--- src/rtl/alu_uart_pkg.sv ---
// ============================================================================
// Module   : alu_uart_pkg
// Purpose  : Shared types and constants for the alu_uart_tx serial transmitter.
//            Holds the transmitter state encoding, the data width and the
//            default clocks-per-bit divisor (10 MHz / 115200).
// Revision : 1.0 - initial release
// ============================================================================
`default_nettype none

package alu_uart_pkg;

    localparam int DATA_BITS            = 8;
    localparam int DEFAULT_CLKS_PER_BIT = 87;

    // ST_PARITY is always part of the encoding so the state width does not
    // change between the plain and the parity build.
    typedef enum logic [2:0] {
        ST_IDLE   = 3'd0,
        ST_START  = 3'd1,
        ST_DATA   = 3'd2,
        ST_PARITY = 3'd3,
        ST_STOP   = 3'd4
    } state_e;

endpackage

`default_nettype wire

--- src/rtl/alu_uart_tx_if.sv ---
// ============================================================================
// Module   : alu_uart_tx_if
// Purpose  : Valid/ready byte handshake between the ALU result path and the
//            UART transmitter.
// Signals  : tx_data  - byte to send
//            tx_valid - tx_data is valid (producer)
//            tx_ready - transmitter can accept (consumer)
// Modports : master (producer), slave (transmitter)
// Revision : 1.0 - initial release
// ============================================================================
`default_nettype none

interface alu_uart_tx_if;
    logic [7:0] tx_data;
    logic       tx_valid;
    logic       tx_ready;

    modport master (output tx_data, output tx_valid, input  tx_ready);
    modport slave  (input  tx_data, input  tx_valid, output tx_ready);
endinterface

`default_nettype wire

--- src/rtl/uart_baud_tick.sv ---
// ============================================================================
// Module   : uart_baud_tick
// Purpose  : Bit-period counter. Counts 0..CLKS_PER_BIT-1 while enabled and
//            flags the terminal count as a one-cycle bit tick.
// Ports    : clk     - system clock
//            rst_n   - asynchronous active-low reset
//            clr_i   - synchronous clear (restart the bit period)
//            en_i    - count enable
//            tick_o  - high in the last cycle of each bit period
// Revision : 1.0 - initial release
// ============================================================================
`default_nettype none

module uart_baud_tick #(
    parameter int CLKS_PER_BIT = 87
) (
    input  wire  clk,
    input  wire  rst_n,
    input  wire  clr_i,
    input  wire  en_i,
    output logic tick_o
);

    localparam int             CNT_W  = (CLKS_PER_BIT > 1) ? $clog2(CLKS_PER_BIT) : 1;
    localparam logic [CNT_W-1:0] C_TERM = CNT_W'(CLKS_PER_BIT - 1);

    logic [CNT_W-1:0] cnt_q;
    logic [CNT_W-1:0] cnt_d;

    assign tick_o = en_i && (cnt_q == C_TERM);

    always_comb begin
        cnt_d = cnt_q;
        if (clr_i) begin
            cnt_d = '0;
        end else if (en_i) begin
            cnt_d = tick_o ? '0 : cnt_q + CNT_W'(1);
        end
    end

    always_ff @(posedge clk or negedge rst_n) begin
        if (!rst_n) begin
            cnt_q <= '0;
        end else begin
            cnt_q <= cnt_d;
        end
    end

endmodule

`default_nettype wire

--- src/rtl/alu_uart_tx.sv ---
// ============================================================================
// Module   : alu_uart_tx
// Purpose  : 8N1 UART transmitter for ALU results. Accepts one byte per
//            valid/ready handshake and shifts it out LSB first on tx.
// Ports    : clk    - system clock
//            rst_n  - asynchronous active-low reset
//            ena    - enable; gates new acceptances only
//            bus    - alu_uart_tx_if.slave (tx_data / tx_valid / tx_ready)
//            tx     - serial line, idle high (registered)
//            busy   - high whenever a frame is in progress
// Options  : ALU_UART_TX_PARITY_EN - insert an even-parity bit after D7
// Revision : 1.0 - initial release
// ============================================================================
`default_nettype none

module alu_uart_tx
    import alu_uart_pkg::*;
#(
    parameter int CLKS_PER_BIT = DEFAULT_CLKS_PER_BIT
) (
    input  wire           clk,
    input  wire           rst_n,
    input  wire           ena,
    alu_uart_tx_if.slave  bus,
    output logic          tx,
    output logic          busy
);

    localparam logic [2:0] C_LAST_IDX = 3'(DATA_BITS - 1);

    state_e         state_q, state_d;
    logic [7:0]     shift_q, shift_d;
    logic [2:0]     idx_q,   idx_d;
    logic           tx_q,    tx_d;
    logic           w_tick;
    logic           w_accept;
`ifdef ALU_UART_TX_PARITY_EN
    logic           parity_q;
`endif

    // rst_n is folded in so the producer never sees ready during reset.
    assign bus.tx_ready = ena && rst_n && (state_q == ST_IDLE);
    assign w_accept     = bus.tx_valid && bus.tx_ready;
    assign busy         = (state_q != ST_IDLE);
    assign tx           = tx_q;

    // Cleared on accept so the start bit lasts a full period from that edge.
    uart_baud_tick #(
        .CLKS_PER_BIT (CLKS_PER_BIT)
    ) u_baud (
        .clk    (clk),
        .rst_n  (rst_n),
        .clr_i  (w_accept),
        .en_i   (busy),
        .tick_o (w_tick)
    );

    // ---------------- state / datapath registers ----------------
    always_ff @(posedge clk or negedge rst_n) begin
        if (!rst_n) begin
            state_q <= ST_IDLE;
            shift_q <= '0;
            idx_q   <= '0;
            tx_q    <= 1'b1;
        end else begin
            state_q <= state_d;
            shift_q <= shift_d;
            idx_q   <= idx_d;
            tx_q    <= tx_d;
        end
    end

`ifdef ALU_UART_TX_PARITY_EN
    // Parity is taken from the byte as latched; the shift register is
    // consumed while the data bits go out.
    always_ff @(posedge clk or negedge rst_n) begin
        if (!rst_n) begin
            parity_q <= 1'b0;
        end else if (w_accept) begin
            parity_q <= ^bus.tx_data;
        end
    end
`endif

    // ---------------- next-state logic ----------------
    always_comb begin
        state_d = state_q;
        case (state_q)
            ST_IDLE:   if (w_accept) state_d = ST_START;
            ST_START:  if (w_tick)   state_d = ST_DATA;
            ST_DATA: begin
                if (w_tick && (idx_q == C_LAST_IDX)) begin
`ifdef ALU_UART_TX_PARITY_EN
                    state_d = ST_PARITY;
`else
                    state_d = ST_STOP;
`endif
                end
            end
`ifdef ALU_UART_TX_PARITY_EN
            ST_PARITY: if (w_tick)   state_d = ST_STOP;
`endif
            ST_STOP:   if (w_tick)   state_d = ST_IDLE;
            default:                 state_d = ST_IDLE;
        endcase
    end

    // ---------------- output / datapath logic ----------------
    // tx is registered, so tx_d is loaded with the level of the bit that
    // starts at the coming edge.
    always_comb begin
        shift_d = shift_q;
        idx_d   = idx_q;
        tx_d    = tx_q;
        case (state_q)
            ST_IDLE: begin
                tx_d = 1'b1;
                if (w_accept) begin
                    shift_d = bus.tx_data;
                    idx_d   = '0;
                    tx_d    = 1'b0;
                end
            end
            ST_START: begin
                if (w_tick) tx_d = shift_q[0];
            end
            ST_DATA: begin
                if (w_tick) begin
                    shift_d = {1'b0, shift_q[7:1]};
                    idx_d   = idx_q + 3'd1;
                    if (idx_q == C_LAST_IDX) begin
`ifdef ALU_UART_TX_PARITY_EN
                        tx_d = parity_q;
`else
                        tx_d = 1'b1;
`endif
                    end else begin
                        tx_d = shift_q[1];
                    end
                end
            end
`ifdef ALU_UART_TX_PARITY_EN
            ST_PARITY: begin
                if (w_tick) tx_d = 1'b1;
            end
`endif
            ST_STOP: begin
                tx_d = 1'b1;
            end
            default: begin
                tx_d = 1'b1;
            end
        endcase
    end

endmodule

`default_nettype wire

--- src/flat_wrapper.sv ---
// flat-port wrapper written by rule: the top's interface ports become plain ports
module alu_uart_tx_flat import alu_uart_pkg::*;
#(
    parameter int CLKS_PER_BIT = DEFAULT_CLKS_PER_BIT
)
  (clk, rst_n, ena, tx, busy, bus_tx_data, bus_tx_valid, bus_tx_ready);
  alu_uart_tx_if bus_i ();
  input  wire clk;
  input  wire rst_n;
  input  wire ena;
  output logic tx;
  output logic busy;
  input wire logic [$bits(bus_i.tx_data)-1:0] bus_tx_data;
  input wire logic [$bits(bus_i.tx_valid)-1:0] bus_tx_valid;
  output wire logic [$bits(bus_i.tx_ready)-1:0] bus_tx_ready;
  assign bus_i.tx_data = bus_tx_data;
  assign bus_i.tx_valid = bus_tx_valid;
  assign bus_tx_ready = bus_i.tx_ready;
  alu_uart_tx #(.CLKS_PER_BIT(CLKS_PER_BIT)) u_core (.clk(clk), .rst_n(rst_n), .ena(ena), .bus(bus_i), .tx(tx), .busy(busy));
endmodule
--- config.mk ---
export PLATFORM = sky130hd
export DESIGN_NAME = alu_uart_tx_flat
export DESIGN_NICKNAME = d
export VERILOG_FILES = /design/src/rtl/alu_uart_pkg.sv /design/src/rtl/alu_uart_tx_if.sv /design/src/rtl/uart_baud_tick.sv /design/src/rtl/alu_uart_tx.sv /design/src/flat_wrapper.sv
export SDC_FILE = /design/constraint.sdc
export NUM_CORES = 1
export LEC_CHECK = 0
export CORE_AREA = 2 2 54 56
export CTS_CLUSTER_DIAMETER = 200
export CTS_CLUSTER_SIZE = 40
export DETAILED_ROUTE_END_ITERATION = 7
export DIE_AREA = 0 0 56 58
export GPL_ROUTABILITY_DRIVEN = 0
export PLACE_DENSITY = 0.7
export SYNTH_ARGS = -nofsm -noshare
export SYNTH_HDL_FRONTEND = slang
export SYNTH_SLANG_ARGS = --single-unit
--- constraint.sdc ---
create_clock -name clk -period 3.4 [get_ports clk]
set_input_delay 0.68 -clock clk [delete_from_list [all_inputs] [get_ports clk]]
set_output_delay 0.68 -clock clk [all_outputs]
set_load 0.05 [all_outputs]
==> metrics <==
outcome finished, final reports clean; final-report hold violation count 0; worst hold path class reg -> reg; setup_tns 0 ns; CP max-delay cell clkdlybuf4s50_1; CTS tree yes; mapped cell area 1280 µm²; period utilisation layout 81.0%; Slew headroom 50.4%; Mapped Cells roughly 120; antenna fix cells 0; Worst path max stage delay between 0.7 and 0.8 ns; Post-synth EDFFs 0; Total Power 0.825 mW; DRT antenna net count 0; Async SR Flop Fraction between 90% and 100%; crit end category output pin; CP Class reg -> out; die span in x 56 µm; Critical path buffers and inverters 2; Rows 19; Worst Setup Start Kind flip-flop; final-report setup violation count 0; H-tree depth 1; RSZ-0062 raised after global routing false; Yosys warnings 0; Cell Chain, Critical Path nor3_4, inv_1, clkdlybuf4s50_1; WP data required around 2.7 ns; # nets final 147; vias in the first global route 878; Post-CTS Hold Fix Bufs 0; postcts setup bufs 0; Max Fclk 363 MHz; minimum clock period 2.75 ns; drt total wl 2.22 mm; core area 2660 µm²; total CTS buffers 3; synth cell count leaders dfrtp_1, mux2_2, nand2_1; final slew viol count 0; VDD IR max between 300 and 400 µV; Distinct cells, synth 37; GR Util All Layers 15.6%; worst-path maximum fanout 12; Clock Latency Late Sink 0.31 ns; first-pass GRT wire length 3.92 mm; Avg Vias per Cell 5.74; Top delay family on crit path buffers and inverters; power per cell area 564 nW/µm²; Leak 0.615 nW; maxcap violations 0; GR Overflow Total 0; Syn Nets 131; CTS root buf clkbuf_4; post-cts sizing count 0; Slew @ Worst Pin 0.744 ns; top_reg_cell synth dfrtp_1; DRT iter0 DRCs 18; Worst Clk Skew 0.00189 ns; cell taking the most area after synthesis dfrtp_1; Synth Register Bits 22; antenna violations before repair 0; DRC Markers 0; Die Y 58 µm; die area approximately 3200 µm²; Pre-antenna DRT Iters 4; worst-case clock buffer depth 2; Num Clock Sinks 22; crit path DAT 2.07 ns; top cell type's share of synthesized area between 40% and 50%; Initial Util 48.1%; top post-synthesis cells by area dfrtp_1, mux2_2, ha_1; sequential-to-total area share from yosys stat 43.1%; Mapped Avg Cell Area about 11 µm²; largest net degree at the start of global routing 16; most frequent cell after synthesis dfrtp_1; Reg clk slew, reported paths 0.12 ns; Detail Placement HPWL 1.67 mm; via count 924; io pins 15; layout cell share with drive strength beyond 1 25.4%; average wire per standard cell 13.8 µm; synthesis-to-finish area growth 14.3%; IO buf count 14
==> layout make-up <==
class	count	area, µm²
repair buffers	17	173
inverters	5	18.8
fillers	252	1200
multi-input cells	82	646
well taps	31	38.8
clock buffers	4	36.3
flip-flops and latches	22	552
==> state kept, by name (all words and copies together) (netlist names) <==
| signal | count |
|---|---|
| u_core.state_q | 3 |
| u_core.u_baud.cnt_q | 7 |
| u_core.tx | 1 |
| u_core.shift_q | 8 |
| u_core.idx_q | 3 |
==> metrics by stage <==
| step | instance area [µm²] | std cells | hold WS [ns] | util [%] | setup WS (ns) |
|---|---|---|---|---|---|
| final | 1460 | 161 | 0.495 | 55.0 | 0.646 |
| after floorplan | 1280 | 115 | 0.384 | - | 1.39 |
| after detailed placement | 1430 | 157 | 0.477 | 53.6 | 0.690 |
| after global placement | 1430 | 157 | 0.459 | 53.6 | 0.720 |
| after global routing | 1460 | 161 | 0.523 | 55.0 | 0.507 |
| after CTS | 1460 | 161 | 0.493 | 55.0 | 0.639 |
==> cells in the final DEF (no fill, tap or decap) <==
cell type,n
nor4bb_1,1
nand4b_1,2
buf_4,3
buf_12,1
ha_1,4
nand3b_1,2
clkdlybuf4s50_1,13
a211o_2,1
clkbuf_8,1
clkbuf_4,3
nor3_4,1
and2_2,2
dfstp_2,1
a31oi_4,1
xor2_1,1
nor2_1,3
a21oi_1,5
o21a_1,1
o21ai_0,9
nand4_1,1
a2111oi_0,1
a211oi_1,2
and2b_1,1
and3_1,2
a21o_1,2
nor3b_2,1
dfrtp_1,21
a31oi_1,3
mux2_2,15
o22ai_1,1
a2111oi_4,1
o32ai_1,1
nor3_1,2
inv_1,5
and3_2,1
nand2_1,11
nand3_1,3
nand2_4,1
==> path summary, 6_finish.rpt <==
| path | startpoint | end | slack [ns] | cells after the start |
|---|---|---|---|---|
| setup / recovery | u_core.state_q[1] | busy | 0.65 | 3 |
| hold / removal | u_core.idx_q[0] | u_core.idx_q[0] | 0.49 | 1 |
| setup reg to reg | u_core.u_baud.cnt_q[0] | u_core.shift_q[7] | 0.96 | 7 |
| hold reg to reg | u_core.idx_q[0] | u_core.idx_q[0] | 0.49 | 1 |
| max in group asynchronous | rst_n | u_core.tx | 2.40 | 2 |
| min in group asynchronous | rst_n | u_core.u_baud.cnt_q[6] | 0.79 | 2 |
==> layer usage <==
| metal | routed length, µm | global-route usage (%) | part of all wire (%) |
|---|---|---|---|
| met5 | 0 | 0 | 0 |
| met4 | 34 | 6.12 | 1.5 |
| met3 | 87 | 2.68 | 3.9 |
| met2 | 1070 | 25.9 | 48 |
| met1 | 1020 | 20.5 | 46 |
==> logic make-up after synthesis <==
family	count (synthesis)	synth area share [%]
AO/OA/AOI/OAI	28	16.3
buffers and inverters	11	6.54
XOR/XNOR	1	0.684
adder cells (fa/ha/maj)	4	3.91
flip-flops	22	43.1
AND/OR/NAND/NOR	34	16.3
multiplexers	15	13.2
==> report_power, final <==
group | leakage [nW] | total, mW | switching (mW) | internal [mW]
registers | 0.270 | 0.438 | 0.0761 | 0.362
clock network | 0.0210 | 0.144 | 0.0788 | 0.0654
logic | 0.324 | 0.243 | 0.117 | 0.126
(Power assumes the default switching activity.)
